`src/rtl/branch_pkg.sv`:
```
// Purpose: shared opcode constants, condition enum and opcode decoder for branch resolution.
// Latency: n/a (types and a pure function only).
// Backpressure: n/a.
package branch_pkg;

  localparam int OPC_W = 6;

  // Unsigned-compare branch opcodes
  localparam logic [OPC_W-1:0] OPC_BEQU = 6'h08;
  localparam logic [OPC_W-1:0] OPC_BNEU = 6'h09;
  localparam logic [OPC_W-1:0] OPC_BGEU = 6'h0A;
  localparam logic [OPC_W-1:0] OPC_BGTU = 6'h0B;
  localparam logic [OPC_W-1:0] OPC_BLEU = 6'h0C;
  localparam logic [OPC_W-1:0] OPC_BLTU = 6'h0D;

  // Signed (two's complement) compare branch opcodes
  localparam logic [OPC_W-1:0] OPC_BEQS = 6'h18;
  localparam logic [OPC_W-1:0] OPC_BNES = 6'h19;
  localparam logic [OPC_W-1:0] OPC_BGES = 6'h1A;
  localparam logic [OPC_W-1:0] OPC_BGTS = 6'h1B;
  localparam logic [OPC_W-1:0] OPC_BLES = 6'h1C;
  localparam logic [OPC_W-1:0] OPC_BLTS = 6'h1D;

  typedef enum logic [2:0] {EQ, NE, GE, GT, LE, LT} cond_t;

  typedef struct packed {
    logic  is_branch;
    logic  sgn;
    cond_t cond;
  } dec_t;

  // Non-branch opcodes decode to is_branch=0 so downstream logic can ignore cond.
  function automatic dec_t branch_decode(input logic [OPC_W-1:0] opc);
    dec_t d;
    case (opc)
      OPC_BEQU: d = '{is_branch: 1'b1, sgn: 1'b0, cond: EQ};
      OPC_BNEU: d = '{is_branch: 1'b1, sgn: 1'b0, cond: NE};
      OPC_BGEU: d = '{is_branch: 1'b1, sgn: 1'b0, cond: GE};
      OPC_BGTU: d = '{is_branch: 1'b1, sgn: 1'b0, cond: GT};
      OPC_BLEU: d = '{is_branch: 1'b1, sgn: 1'b0, cond: LE};
      OPC_BLTU: d = '{is_branch: 1'b1, sgn: 1'b0, cond: LT};
      OPC_BEQS: d = '{is_branch: 1'b1, sgn: 1'b1, cond: EQ};
      OPC_BNES: d = '{is_branch: 1'b1, sgn: 1'b1, cond: NE};
      OPC_BGES: d = '{is_branch: 1'b1, sgn: 1'b1, cond: GE};
      OPC_BGTS: d = '{is_branch: 1'b1, sgn: 1'b1, cond: GT};
      OPC_BLES: d = '{is_branch: 1'b1, sgn: 1'b1, cond: LE};
      OPC_BLTS: d = '{is_branch: 1'b1, sgn: 1'b1, cond: LT};
      default:  d = '{is_branch: 1'b0, sgn: 1'b0, cond: EQ};
    endcase
    return d;
  endfunction

endpackage

```
`src/rtl/branch_cond_eval.sv`:
```
// Purpose: evaluate one compare condition on two operands, signed or unsigned.
// Latency: combinational (0 cycles).
// Backpressure: none; pure function of its inputs.
module branch_cond_eval
  import branch_pkg::*;
#(
  parameter int WIDTH = 32
) (
  input  logic [WIDTH-1:0] a,
  input  logic [WIDTH-1:0] b,
  input  logic             sgn,
  input  cond_t            cond,
  output logic             taken
);

  logic eq;
  logic lt;

  // Every condition is derived from a single equality and a single less-than compare.
  always_comb begin
    eq    = (a == b);
    lt    = sgn ? ($signed(a) < $signed(b)) : (a < b);
    taken = 1'b0;
    case (cond)
      EQ:      taken = eq;
      NE:      taken = !eq;
      GE:      taken = !lt;
      GT:      taken = !lt && !eq;
      LE:      taken = lt || eq;
      LT:      taken = lt;
      default: taken = 1'b0;
    endcase
  end

endmodule

```
`src/rtl/branch_resolve_unit.sv`:
```
// Purpose: resolve branch condition/target and hold the result in a one-entry output register.
// Latency: 1 cycle from accepted input to out_valid; 1 result/cycle when out_ready=1.
// Backpressure: in_ready = !out_valid || out_ready (no skid); held result stays stable until taken.
module branch_resolve_unit
  import branch_pkg::*;
#(
  parameter int WIDTH = 32,
  parameter int PC_W  = 32,
  parameter int CNT_W = 16
) (
  input  logic             clk,
  input  logic             rst,
  input  logic             in_valid,
  output logic             in_ready,
  input  logic [31:0]      ir,
  input  logic [WIDTH-1:0] op_a,
  input  logic [WIDTH-1:0] op_b,
  input  logic [PC_W-1:0]  pc,
  input  logic             flush,
  output logic             out_valid,
  input  logic             out_ready,
  output logic             out_is_branch,
  output logic             out_taken,
  output logic [PC_W-1:0]  out_target,
  output logic [WIDTH-1:0] out_diff,
  output logic [CNT_W-1:0] taken_cnt,
  output logic [CNT_W-1:0] branch_cnt
);

  dec_t            dec;
  logic            cond_true;
  logic            taken;
  logic [PC_W-1:0] pc_next;
  logic [PC_W-1:0] br_off;
  logic [PC_W-1:0] target;
  logic            accept;
  logic            deliver;
  logic            unused_ir;

  // rs/rt fields are consumed upstream by the register file, not here.
  assign unused_ir = ^ir[25:16];

  assign dec = branch_decode(ir[31:26]);

  branch_cond_eval #(.WIDTH(WIDTH)) u_cond (
    .a     (op_a),
    .b     (op_b),
    .sgn   (dec.sgn),
    .cond  (dec.cond),
    .taken (cond_true)
  );

  assign taken   = dec.is_branch && cond_true;
  // Word offset, sign-extended to PC_W before the shift so backward branches wrap correctly.
  assign br_off  = PC_W'($signed(ir[15:0])) << 2;
  assign pc_next = pc + PC_W'(4);
  assign target  = taken ? (pc_next + br_off) : pc_next;

  // rst forces ready so the front end is never stalled by a result that reset is discarding.
  assign in_ready = rst || !out_valid || out_ready;
  assign accept   = in_valid && in_ready && !flush;
  assign deliver  = out_valid && out_ready;

  // Output register, handshake and flush; a same-cycle deliver+accept swaps in the new result.
  always_ff @(posedge clk) begin
    if (rst) begin
      out_valid     <= 1'b0;
      out_is_branch <= 1'b0;
      out_taken     <= 1'b0;
      out_target    <= '0;
      out_diff      <= '0;
    end else if (flush) begin
      out_valid <= 1'b0;
    end else if (accept) begin
      out_valid     <= 1'b1;
      out_is_branch <= dec.is_branch;
      out_taken     <= taken;
      out_target    <= target;
      out_diff      <= op_a - op_b;
    end else if (deliver) begin
      out_valid <= 1'b0;
    end
  end

  // Saturating statistics, counted on delivery (including a delivery coincident with flush).
  always_ff @(posedge clk) begin
    if (rst) begin
      taken_cnt  <= '0;
      branch_cnt <= '0;
    end else if (deliver) begin
      if (out_is_branch && (branch_cnt != '1)) branch_cnt <= branch_cnt + CNT_W'(1);
      if (out_taken && (taken_cnt != '1))      taken_cnt  <= taken_cnt + CNT_W'(1);
    end
  end

endmodule

```
`config.mk`:
```
export PLATFORM = sky130hd
export DESIGN_NAME = branch_resolve_unit
export DESIGN_NICKNAME = d
export VERILOG_FILES = /design/src/rtl/branch_pkg.sv /design/src/rtl/branch_cond_eval.sv /design/src/rtl/branch_resolve_unit.sv
export SDC_FILE = /design/constraint.sdc
export NUM_CORES = 1
export LEC_CHECK = 0
export ABC_AREA = 1
export ABC_CLOCK_PERIOD_IN_PS = 9600
export CAP_MARGIN = 30
export CORE_ASPECT_RATIO = 1.5
export CORE_UTILIZATION = 45
export DETAILED_ROUTE_END_ITERATION = 10
export PLACE_DENSITY = 0.72
export SYNTH_ARGS = -nofsm -noshare
export SYNTH_HDL_FRONTEND = slang
export SYNTH_HIERARCHICAL = 1
export SYNTH_SLANG_ARGS = --single-unit
```
`constraint.sdc`:
```
create_clock -name clk -period 9.6 [get_ports clk]
set_clock_uncertainty 0.2 [all_clocks]
set_input_delay 2.88 -clock clk [delete_from_list [all_inputs] [get_ports clk]]
set_output_delay 2.88 -clock clk [all_outputs]
set_load 0.02 [all_outputs]
```
==> results of run 1 <==
[placed cells by master (no fill, tap or decap), types with 3 or more instances in the layout]
cell type,n
clkdlybuf4s50_1,221
nor2_4,5
o21ai_1,5
nand2_2,14
ha_1,102
clkbuf_16,9
or2_2,5
nand3_2,3
xnor2_1,9
o21a_1,3
o211ai_1,4
a21o_1,3
and2_1,11
buf_4,4
nand3_1,140
nor3_2,5
nor2_2,8
o21bai_1,8
a31oi_1,7
nor3_1,40
nand2_4,3
o21ai_0,45
a22oi_1,6
xor2_1,38
nor4_1,6
nand4_1,24
inv_2,7
dfxtp_1,99
nor2_1,222
nand2_1,592
inv_1,365
a21oi_1,98
[power by group through the flow]
| stage | clock network, W | logic (W) | registers (W) |
|---|---|---|---|
| finish | 0.000405 | 0.000533 | 0.000442 |
| global route | 0.000424 | 0.000595 | 0.000444 |
| CTS | 0.000411 | 0.000533 | 0.000442 |
| detailed placement | 0 | 0.000531 | 0.000451 |
| global placement | 0 | 0.000524 | 0.000451 |
| floorplan | 0 | 0.000310 | 0.000473 |
[per-stage QoR]
stage | utilization | cells
floorplan | - | 1930
global placement | 0.567 | 2446
detailed placement | 0.567 | 2446
CTS | 0.580 | 2461
global route | 0.580 | 2461
finish | 0.580 | 2461
[cell families after synthesis]
logic type                 after synthesis  share of synthesized area
DFF                                     99                      0.180
xor gates and xnor gates                49                     0.0404
AOI/OAI and AO/OA                      187                     0.0939
and+or+nand+nor                       1089                      0.425
buffers and inverters                  402                      0.140
adders and majority gates              104                      0.120
[registers in the layout (all words and copies together), names as in the netlist]
name / count
out_valid: 1
out_taken: 1
branch_cnt: 16
out_target: 32
taken_cnt: 16
out_is_branch: 1
out_diff: 32
[per-layer routing]
metal | wire, um | track usage
met5 | 0 | 0
met4 | 3130 | 0.243
met3 | 1330 | 0.0395
met2 | 19400 | 0.570
met1 | 13100 | 0.271
[critical path: stages]
cell             delay (ns)
buf_2                  0.11
inv_2                  0.41
nand3_2                0.19
clkdlybuf4s50_1        0.60
[worst min path at each step]
stage	startpoint	depth (start not counted)	end	slack, ns
after floorplan	taken_cnt[8]$_SDFFE_PP0P_	2	taken_cnt[8]$_SDFFE_PP0P_	0.33
after global placement	taken_cnt[4]$_SDFFE_PP0P_	1	taken_cnt[4]$_SDFFE_PP0P_	0.26
after detailed placement	taken_cnt[8]$_SDFFE_PP0P_	2	taken_cnt[8]$_SDFFE_PP0P_	0.28
after CTS	taken_cnt[4]$_SDFFE_PP0P_	1	taken_cnt[4]$_SDFFE_PP0P_	0.28
after global routing	taken_cnt[15]$_SDFFE_PP0P_	2	taken_cnt[15]$_SDFFE_PP0P_	0.31
final	taken_cnt[8]$_SDFFE_PP0P_	2	taken_cnt[8]$_SDFFE_PP0P_	0.28
[final cells by class]
| type | instances | share of cell area |
|---|---|---|
| multi-input combinational | 1429 | 0.541 |
| timing repair buffer | 226 | 0.163 |
| sequential | 99 | 0.143 |
| inverter | 373 | 0.101 |
| tap | 319 | 0.0289 |
| clock buffer | 11 | 0.0183 |
| clock inverter | 4 | 0.00417 |
==> impl_metrics.py, run 1 <==
metrics = {
    "die": {
        "floorplan.die_area_um2": 25100,
        "i_o_pin_count": 233,
        "fp.coreArea_um2": 23800,
        "die_w_um": 130,
        "placement_rows": 69,
        "die_height_um": 193,
        "initial_core_util": 0.461,
    },
    "power_and_ir_drop": {
        "comb_power_share": 0.386,
        "cellLeakagePower_nw": 7.11,
        "p_sw_frac": 0.378,
        "clkPwrFrac": 0.293,
        "total_power_w": 0.00138,
        "internal_power_w": 0.000859,
        "power.ir.vdd_worst_uv": 87.4,
        "seq_power_share": 0.320,
        "power_switching_w": 0.000521,
        "p_per_area_nw_per_um2": 99.9,
    },
    "placed_design": {
        "gp_congestion": 0.985,
        "detailed_place_hpwl_mm": 30.5,
        "place_area_um2": 13500,
        "placement.io_buffers": 222,
        "pre_cts_ws_ns": 2.31,
    },
    "run": {
        "timing.max_cap.violations": 0,
    },
    "cells_and_area": {
        "areaGrowthSynthToFinish_pct": 25.6,
        "nNetsFinal": 2375,
        "drive_above_1_share": 0.0373,
        "multiInputGateArea_um2": 7470,
        "fill_cells": 2535,
        "postLayoutCellArea_um2": 13800,
        "seq_area_um2": 1980,
        "num_antenna_cells": 0,
    },
    "global_route": {
        "grt_overflow": 0,
        "grt_max_degree": 77,
        "number_of_antenna_violations_at_the_first_check_in_global_routing": 0,
        "groute.usage.overall": 0.298,
        "first_global_vias": 12200,
        "grt_pass1_wl_mm": 57.8,
    },
    "sta": {
        "worst_slew_margin_rel": 0.341,
        "report.final.hold_viol_count": 0,
        "transition_time_at_the_pin_with_the_least_slew_margin_ns": 0.988,
        "setup-tns-final_ns": 0,
        "max_clock_freq_mhz": 137,
        "finalWorstSetupSlack_ns": 2.32,
        "final.min_clock_period_ns": 7.28,
        "maxSlewViolCount": 0,
        "min_period_over_period": 0.758,
        "fin_hold_ws_ns": 0.281,
        "setup-violations-final": 0,
        "unrepaired_setup_endpoints_after_global_routing": "false",
    },
    "logic_synthesis": {
        "syn-cell-area_um2": 11000,
        "synthDominantAreaCellType": "nand2_1",
        "postSynthNetCount": 2167,
        "yosysWarnings": 6,
        "average_instance_area_after_synthesis_um2": 5.70,
        "ys_seq_elements": 99,
        "synth_top_area_share": 0.202,
        "ys_top_cells_by_count": "nand2_1 (592), inv_1 (365), nor2_1 (223), nand3_1 (140), ha_1 (102)",
        "synthesis.instances": 1930,
        "post-synth-top-count-cell": "nand2_1",
        "synthFlopType": "dfxtp_1",
        "post_synth_num_cell_types": 53,
        "synthTopCellsByArea": "nand2_1 (20%), dfxtp_1 (18%), inv_1 (12%), ha_1 (12%), nor2_1 (7.6%)",
        "synth-edff-count": 0,
        "synth-async-reset-ratio": 0,
        "ys_seq_area_frac": 0.180,
    },
    "clocking": {
        "clock_tree_from_tritoncts": "built",
        "clk_pin_slew_ns": 0.07,
        "cts_htree_levels": 3,
        "post_cts.repair.setup_buffers": 0,
        "ctsResizeCount": 0,
        "library_cell_used_as_clock_root_buffer": "clkbuf_16",
        "number_of_cts_inserted_buffers": 9,
        "post_cts_hold_buffer_count": 0,
        "bufs_on_longest_clock_path": 2,
        "clkSinkCount": 99,
        "clock_latency_ns": 0.37,
    },
    "worst_setup_path": {
        "worstPathRequired_ns": 6.52,
        "crit-reg2reg-capture": "out_target[16]$_SDFFE_PP0P_",
        "ff2ff_setup_slack_ns": 6.94,
        "critical_path.max_fanout": 24,
        "reg2reg_from": "out_valid$_SDFFE_PP0P_",
        "crit_path_end": "in_ready",
        "worst_setup_path_end_kind": "output port",
        "worst_setup_path_startpoint": "rst",
        "critPathKind": "input pin to output port",
        "worstPathArrival_ns": 4.20,
        "worst-r2r-cell-count": 9,
        "start_kind": "input pin",
    },
    "detailed_routing": {
        "drc_errors": 0,
        "wire_per_inst_um": 15.0,
        "wirelength_routed_mm": 37.0,
        "first_pass_iters": 6,
        "final_antenna_net_count": 0,
        "route.detailed.vias_per_inst": 5.04,
        "initialDrtViolationCount": 472,
        "dr_total_vias": 12400,
    },
    "min_path": {
        "min_path_type": "flop to flop",
    },
    "run_status": {
        "outcome": "finished, final reports clean",
    },
}
No activity file was read; power rests on OpenSTA's default activity.
==> run 2: changes to the inputs <==
Settings changed: ABC_CLOCK_PERIOD_IN_PS 9600 to 5890, PLACE_DENSITY 0.72 to 0.75.
Clock period 9.6 ns to 5.89 ns, I/O delays scaled along.
==> run 2 against run 1 <==
Against the previous run:
- register-to-register slack got worse by 3.3 ns
- wire length fell by 0.90%
- clock power rose by 70%
- via count rose by 0.56%
- design area rose by 0.31%
- first-iteration DRC count rose by 10%
- critical path type unchanged
- highest routed layer unchanged
==> impl_metrics.py, run 2 (same netlist as run 1, synthesis figures left out) <==
metrics = {
    "clocking": {
        "post_cts.repair.setup_buffers": 0,
        "ctsResizeCount": 0,
        "cts_htree_levels": 3,
        "number_of_cts_inserted_buffers": 9,
        "clock_latency_ns": 0.37,
        "clkSinkCount": 99,
        "library_cell_used_as_clock_root_buffer": "clkbuf_16",
        "post_cts_hold_buffer_count": 0,
        "clk_pin_slew_ns": 0.07,
        "clock_tree_from_tritoncts": "built",
        "bufs_on_longest_clock_path": 2,
    },
    "detailed_routing": {
        "final_antenna_net_count": 0,
        "first_pass_iters": 6,
        "route.detailed.vias_per_inst": 5.05,
        "wirelength_routed_mm": 36.7,
        "wire_per_inst_um": 14.9,
        "initialDrtViolationCount": 519,
        "drc_errors": 0,
        "dr_total_vias": 12500,
    },
    "sta": {
        "final.min_clock_period_ns": 5.03,
        "transition_time_at_the_pin_with_the_least_slew_margin_ns": 0.767,
        "worst_slew_margin_rel": 0.487,
        "report.final.hold_viol_count": 0,
        "max_clock_freq_mhz": 199,
        "finalWorstSetupSlack_ns": 0.857,
        "unrepaired_setup_endpoints_after_global_routing": "false",
        "setup-violations-final": 0,
        "maxSlewViolCount": 0,
        "setup-tns-final_ns": 0,
        "min_period_over_period": 0.854,
    },
    "worst_setup_path": {
        "worstPathRequired_ns": 3.92,
        "critPathKind": "input pin to output port",
        "worstPathArrival_ns": 3.07,
        "worst_setup_path_end_kind": "output port",
        "start_kind": "input pin",
        "critical_path.max_fanout": 2,
    },
    "cells_and_area": {
        "finalNonFillerCells": 2467,
        "multiInputGateArea_um2": 7470,
        "nNetsFinal": 2378,
        "layout_top_registers": "out_diff (32), out_target (32)",
        "areaGrowthSynthToFinish_pct": 26.0,
        "seq_area_um2": 1980,
        "leading_cell_type_in_the_layout_fill_and_taps_excluded": "nand2_1",
        "layout_common_cells": "nand2_1 (592), inv_1 (365), nor2_1 (222), clkdlybuf4s50_1 (221), nand3_1 (140)",
        "fill_cells": 2443,
        "drive_above_1_share": 0.0387,
    },
    "run": {
        "timing.max_cap.violations": 0,
    },
    "global_route": {
        "first_global_vias": 12300,
        "number_of_antenna_violations_at_the_first_check_in_global_routing": 2,
        "grt_pass1_wl_mm": 58.2,
        "grt_overflow": 0,
        "groute.usage.overall": 0.298,
        "grt_max_degree": 68,
    },
    "power_and_ir_drop": {
        "cellLeakagePower_nw": 7.13,
        "internal_power_w": 0.00142,
        "clkPwrFrac": 0.301,
        "power_switching_w": 0.000853,
        "seq_power_share": 0.316,
        "power.ir.vdd_worst_uv": 156,
        "p_per_area_nw_per_um2": 164,
        "p_sw_frac": 0.374,
        "comb_power_share": 0.382,
    },
    "min_path": {
        "min_path_type": "flop to flop",
    },
    "placed_design": {
        "dp.cells": 2449,
        "placement.io_buffers": 222,
        "gp_congestion": 1.07,
        "pre_cts_ws_ns": 0.512,
        "detailed_place_hpwl_mm": 30.2,
    },
    "die": {
        "placement_rows": 69,
        "fp.coreArea_um2": 23800,
        "die_w_um": 130,
        "die_height_um": 193,
        "initial_core_util": 0.461,
        "i_o_pin_count": 233,
        "floorplan.die_area_um2": 25100,
    },
    "run_status": {
        "outcome": "finished, final reports clean",
    },
}
==> run 2: cell count changes in the layout (fill, tap and decap cells not counted) <==
cell / change
buf_4: +3
bufinv_16: +1
clkbuf_1: +1
clkbuf_8: -2
clkinv_2: +1
clkinv_4: +1
clkinvlp_4: -1
diode_2: +2
inv_6: -1
inv_8: +1
==> run 2: path summary, 6_finish.rpt <==
kind | start | endpoint | cells after the start | slack, ns
max | out_ready | in_ready | 4 | 0.86
min | taken_cnt[8]$_SDFFE_PP0P_ | taken_cnt[8]$_SDFFE_PP0P_ | 2 | 0.28
min reg2reg | taken_cnt[8]$_SDFFE_PP0P_ | taken_cnt[8]$_SDFFE_PP0P_ | 2 | 0.28
max reg2reg | branch_cnt[0]$_SDFFE_PP0P_ | branch_cnt[5]$_SDFFE_PP0P_ | 10 | 3.69
==> run 2: critical path, stage by stage <==
cell and delay, ns:
clkdlybuf4s50_1 0.48, inv_1 0.06, nand3_2 0.10, clkdlybuf4s50_1 0.66
==> run 2: metal layers <==
metal | track usage | routed length, um | part of all wire | vias to the layer above
li1 | - | - | - | 6445
met1 | 0.278 | 12800 | 0.35 | 5491
met5 | 0 | 0 | 0 | -
met4 | 0.229 | 2860 | 0.078 | 0
met2 | 0.564 | 19200 | 0.52 | 387
met3 | 0.0445 | 1780 | 0.049 | 145
==> run 2: power by group through the flow <==
stage	clock network [W]	registers [W]	logic, W
3_3_place_gp	0	0.000735	0.000846
2_1_floorplan	0	0.000771	0.000505
3_5_place_dp	0	0.000735	0.000861
6_report	0.000687	0.000720	0.000871
4_1_cts	0.000698	0.000720	0.000866
5_1_grt	0.000727	0.000724	0.000976
==> run 2: layout make-up <==
cell class                      instances  share of cell area
Multi-Input combinational cell       1429               0.539
Timing Repair Buffer                  229               0.164
Sequential cell                        99               0.143
Inverter                              373               0.101
Tap cell                              319              0.0288
Clock buffer                           10              0.0165
Clock inverter                          6             0.00695
Antenna cell                            2            0.000361
==> run 2: per-stage QoR <==
stage           util  hold WS [ns]  total power, W  cell area (um^2)
2_1_floorplan      -         0.332         0.00128             11000
3_3_place_gp   0.568         0.259         0.00158             13500
3_5_place_dp   0.568         0.273         0.00160             13500
4_1_cts        0.581         0.287         0.00228             13800
5_1_grt        0.581         0.307         0.00243             13900
6_report       0.581         0.282         0.00228             13900
